$ cat src/rtl/d_branch_unit_pkg.sv
// d_branch_unit_pkg: branch op codes, counter states and saturating update shared by the branch unit
package d_branch_unit_pkg;
    localparam logic [2:0] CMP_none = 3'd0;
    localparam logic [2:0] CMP_beq  = 3'd1;
    localparam logic [2:0] CMP_bne  = 3'd2;
    localparam logic [2:0] CMP_blez = 3'd3;
    localparam logic [2:0] CMP_bgtz = 3'd4;
    localparam logic [2:0] CMP_bltz = 3'd5;
    localparam logic [2:0] CMP_bgez = 3'd6;
    localparam logic [2:0] CMP_rsv  = 3'd7;
    localparam logic [1:0] SNT = 2'd0;
    localparam logic [1:0] WNT = 2'd1;
    localparam logic [1:0] WT  = 2'd2;
    localparam logic [1:0] ST  = 2'd3;
    function automatic logic [1:0] sat_next(input logic [1:0] cnt, input logic taken);
        return taken ? ((cnt == ST) ? ST : cnt + 2'd1) : ((cnt == SNT) ? SNT : cnt - 2'd1);
    endfunction
endpackage

$ cat src/rtl/d_branch_unit_bht_counter_table.sv
// bht_counter_table: 2^IDX_W two-bit saturating counters, async read, sync update and reset
module bht_counter_table
    import d_branch_unit_pkg::*;
#(
    parameter int         IDX_W    = 6,
    parameter logic [1:0] CNT_INIT = WNT
) (
    input  logic             clk,
    input  logic             reset,
    input  logic [IDX_W-1:0] rd_idx,
    output logic [1:0]       rd_cnt,
    input  logic             wr_en,
    input  logic [IDX_W-1:0] wr_idx,
    input  logic             wr_taken
);
    logic [1:0] cnt [2**IDX_W];
    assign rd_cnt = cnt[rd_idx];
    always_ff @(posedge clk) begin
        if (reset) begin
            for (int i = 0; i < 2**IDX_W; i++) cnt[i] <= CNT_INIT;
        end else if (wr_en) begin
            cnt[wr_idx] <= sat_next(cnt[wr_idx], wr_taken);
        end
    end
endmodule

$ cat src/rtl/d_branch_unit.sv
// d_branch_unit: D-stage branch resolver with a 2-bit counter predictor table and branch statistics
module d_branch_unit
    import d_branch_unit_pkg::*;
#(
    parameter int         DATA_W   = 32,
    parameter int         IDX_W    = 6,
    parameter logic [1:0] CNT_INIT = WNT,
    parameter int         STAT_W   = 32
) (
    input  logic              clk,
    input  logic              reset,
    input  logic [31:0]       F_PC,
    output logic              F_pred_taken,
    input  logic [DATA_W-1:0] MF_Rs_D,
    input  logic [DATA_W-1:0] MF_Rt_D,
    input  logic [2:0]        D_BranchOp,
    input  logic [31:0]       D_PC,
    input  logic              D_pred_taken,
    input  logic              D_stall,
    output logic              BranchSignal,
    output logic              D_mispredict,
    output logic [STAT_W-1:0] branch_cnt,
    output logic [STAT_W-1:0] mispredict_cnt
);
    logic       eq, neg, zero, valid, upd;
    logic [1:0] f_cnt;
    assign eq    = MF_Rs_D == MF_Rt_D;
    assign neg   = MF_Rs_D[DATA_W-1];
    assign zero  = MF_Rs_D == '0;
    assign valid = (D_BranchOp != CMP_none) && (D_BranchOp != CMP_rsv);
    assign upd   = valid && !D_stall;
    always_comb begin
        BranchSignal = (D_BranchOp == CMP_beq)  ? eq :
                       (D_BranchOp == CMP_bne)  ? !eq :
                       (D_BranchOp == CMP_blez) ? (neg || zero) :
                       (D_BranchOp == CMP_bgtz) ? !(neg || zero) :
                       (D_BranchOp == CMP_bltz) ? neg :
                       (D_BranchOp == CMP_bgez) ? !neg : 1'b0;
        D_mispredict = valid && (BranchSignal != D_pred_taken);
    end
    assign F_pred_taken = f_cnt[1];
    bht_counter_table #(.IDX_W(IDX_W), .CNT_INIT(CNT_INIT)) u_table (
        .clk      (clk),
        .reset    (reset),
        .rd_idx   (F_PC[IDX_W+1:2]),
        .rd_cnt   (f_cnt),
        .wr_en    (upd),
        .wr_idx   (D_PC[IDX_W+1:2]),
        .wr_taken (BranchSignal)
    );
    always_ff @(posedge clk) begin
        if (reset) begin
            branch_cnt     <= '0;
            mispredict_cnt <= '0;
        end else if (upd) begin
            branch_cnt     <= branch_cnt + STAT_W'(1);
            mispredict_cnt <= mispredict_cnt + STAT_W'(D_mispredict);
        end
    end
endmodule

$ cat config.mk
export PLATFORM = sky130hd
export DESIGN_NAME = d_branch_unit
export DESIGN_NICKNAME = d
export VERILOG_FILES = /design/src/rtl/d_branch_unit_pkg.sv /design/src/rtl/d_branch_unit_bht_counter_table.sv /design/src/rtl/d_branch_unit.sv
export SDC_FILE = /design/constraint.sdc
export NUM_CORES = 1
export LEC_CHECK = 0
export CAP_MARGIN = 5
export CORE_MARGIN = 4
export CORE_UTILIZATION = 35
export DETAILED_ROUTE_END_ITERATION = 16
export MAX_ROUTING_LAYER = met4
export PLACE_DENSITY = 0.54
export SYNTH_ARGS = -nofsm -noshare
export SYNTH_HDL_FRONTEND = slang
export SYNTH_HIERARCHICAL = 1
export SYNTH_SLANG_ARGS = --single-unit
$ cat constraint.sdc
create_clock -name clk -period 4.3 [get_ports clk]
set_input_delay 0.645 -clock clk [delete_from_list [all_inputs] [get_ports clk]]
set_output_delay 0.645 -clock clk [all_outputs]
set_load 0.02 [all_outputs]
==> flow_summary.json <==
{
  "register_area_mm2": 0.00512,
  "num_io_pins": 202,
  "crit_arrival_ns": 3.43,
  "rrSetupSlack_ns": 1.53,
  "max_freq_ghz": 0.245,
  "final-setup-viol-count": 0,
  "die-area_mm2": 0.0335,
  "num_rows": 63,
  "timing.rr.start": "u_table/cnt[51][0]",
  "hold_ws_ns": 0.499,
  "yosysWarnings": 6,
  "finalNonFillerCells": 1570,
  "syn_nets": 1154,
  "drc": 0,
  "cts-buffers-inserted": 17,
  "hpwlAfterDp_um": 23200,
  "gp_congestion": 0.828,
  "max_stage_delay_ns": 0.61,
  "start_kind": "input pin",
  "worstSkewPairLatency_ns": 0.44,
  "antenna_found_initial": 0,
  "use_met2_pct": 31.6,
  "cp_data_required_time_ns": 3.65,
  "die_x_um": 183,
  "rsz0062_at_grt": "false",
  "p_per_area_mw_per_mm2": 317,
  "layout_setup_ws_ns": 0.226,
  "numPortBuffers": 149,
  "hp-class": "reg -> reg",
  "final_cell_area_mm2": 0.0134,
  "post-route-min-period_ns": 4.07,
  "h-tree-depth": 4,
  "hold_viol": 0,
  "clockRootBuffer": "clkbuf_16",
  "detail-route-antenna-nets": 0,
  "die_y_um": 183,
  "cp_cell_sequence": "clkdlybuf4s50_1, nor4_1, nand4_1, o21a_1, nor3_2, o221ai_1, nor4_1, buf_4, clkdlybuf4s50_1",
  "fin_nets": 1305,
  "r2r_cells": 9,
  "wirelength_um": 32000,
  "cts.sinks": 192,
  "slowest_stage": "clkdlybuf4s50_1",
  "multi_input_area_mm2": 0.00511,
  "syn_inst": 1016,
  "timing_worst_setup_path_type": "in -> out",
  "clockBufferDepth": 2,
  "vdd_drop_max_mv": 0.271,
  "num_vias": 8496,
  "min_period_over_period_pct": 94.8,
  "postSynthAreaPerCell_um2": 10.6,
  "drt-initial-drc-count": 597,
  "clkSlewWorstSetupHoldPaths_ns": 0.08,
  "dp.cells": 1538,
  "synth.cell_area_mm2": 0.0107,
  "busiest_layer": "met2",
  "grt_use_total_pct": 19.5,
  "report.final.slew_viol_count": 0,
  "dr.pass1.iters": 7,
  "endpoint": "D_mispredict",
  "n_antenna_cell": 0,
  "wire_per_inst_um": 20.4,
  "synthToLayoutAreaGrowth_pct": 25.3,
  "drv_cap": 0,
  "met3_usage_pct": 5.85,
  "start_util_pct": 35.8,
  "slew_headroom_pct": 29.0,
  "path_max_fanout": 3,
  "cp-startpoint": "MF_Rs_D[0]",
  "overflow": 0,
  "pre_cts_ws_ns": -0.0685,
  "grt_max_degree": 106,
  "grt_pass1_wl_um": 49000,
  "placed_area_mm2": 0.0128,
  "grt_util_met1_pct": 24.6,
  "post_drt_via_cell_ratio": 5.41,
  "core_area_mm2": 0.0300,
  "r2r_end": "u_table/cnt[59][1]",
  "nFillCells": 2906,
  "grt_pass1_vias": 8445,
  "endpoint_kind": "output pin",
  "leakage_uw": 0.00460,
  "drive_above_1_share_pct": 15.6,
  "worstMarginPinSlew_ns": 1.06,
  "status": "complete, no violations",
  "finalClockSkew_ns": 0.0166,
  "power_uw": 4260,
  "cts_tree": "built"
}
## layer usage
| metal | vias to the layer above | wire, um |
|---|---|---|
| li1 | 4025 | - |
| met1 | 4134 | 13600 |
| met2 | 313 | 15400 |
| met3 | 24 | 2700 |
| met4 | 0 | 344 |
| met5 | - | 0 |
## layout by cell type, fill, tap and decap left out, types with 10 or more instances in the layout
master             n
clkbuf_16         19
or2_2             15
inv_1             12
nand3_1           77
nor3_2            13
o21ai_0           10
nor2_1           121
xor2_1            76
nand2_1           85
a21o_1            27
a21oi_1           11
mux2i_1           18
nand4_1           24
mux2_2            10
nand2b_1          32
dfxtp_1           64
edfxtp_1         128
buf_4             57
nor3_1            35
mux4_2            31
clkdlybuf4s50_1  146
nor4_1            18
xnor2_1           13
## through the flow
| stage | utilization, % | setup TNS (ns) |
|---|---|---|
| 2_1_floorplan | - | 0 |
| 3_3_place_gp | 42.8 | -0.170 |
| 3_5_place_dp | 42.8 | -0.286 |
| 4_1_cts | 44.8 | 0 |
| 5_1_grt | 44.9 | 0 |
| 6_report | 44.9 | 0 |
## registers in the layout (all words and copies together) (netlist names)
signal,count
u_table/cnt,128
mispredict_cnt,32
branch_cnt,32
## how the worst min path moves through the flow
| stage | start | to | slack, ns | cells after the start |
|---|---|---|---|---|
| after floorplan | mispredict_cnt[0] | mispredict_cnt[0] | 0.55 | 2 |
| after CTS | mispredict_cnt[31] | mispredict_cnt[31] | 0.51 | 2 |
| after global routing | mispredict_cnt[31] | mispredict_cnt[31] | 0.53 | 2 |
| after global placement | branch_cnt[6] | branch_cnt[6] | 0.48 | 2 |
| after detailed placement | mispredict_cnt[1] | mispredict_cnt[1] | 0.49 | 2 |
| final | branch_cnt[1] | branch_cnt[1] | 0.50 | 2 |
## timing repair
action | CTS | global route
resized for setup | 0 | 2
buffers inserted | 0 | 0
hold buffers | 0 | 0
setup endpoints to repair | 0 | 1
## critical path, delay by kind of cell
family                 cells  cell delay (ns)
buffers and inverters      3             1.23
AO/OA/AOI/OAI              2             0.39
AND/OR/NAND/NOR            4             1.16
## cell type report
cell class                 instances  area share, %
tap                              390           3.63
sequential                       192           38.1
clock buffer                      20           3.57
clock inverter                    12          0.987
multi-input combinational        731           38.0
inverter                          12          0.335
timing repair buffer             213           15.3
## power breakdown
part	internal (uW)	switching [uW]
logic	264	350
clock network	849	784
registers	1990	18.7
Power figures use the tool's default switching activity.
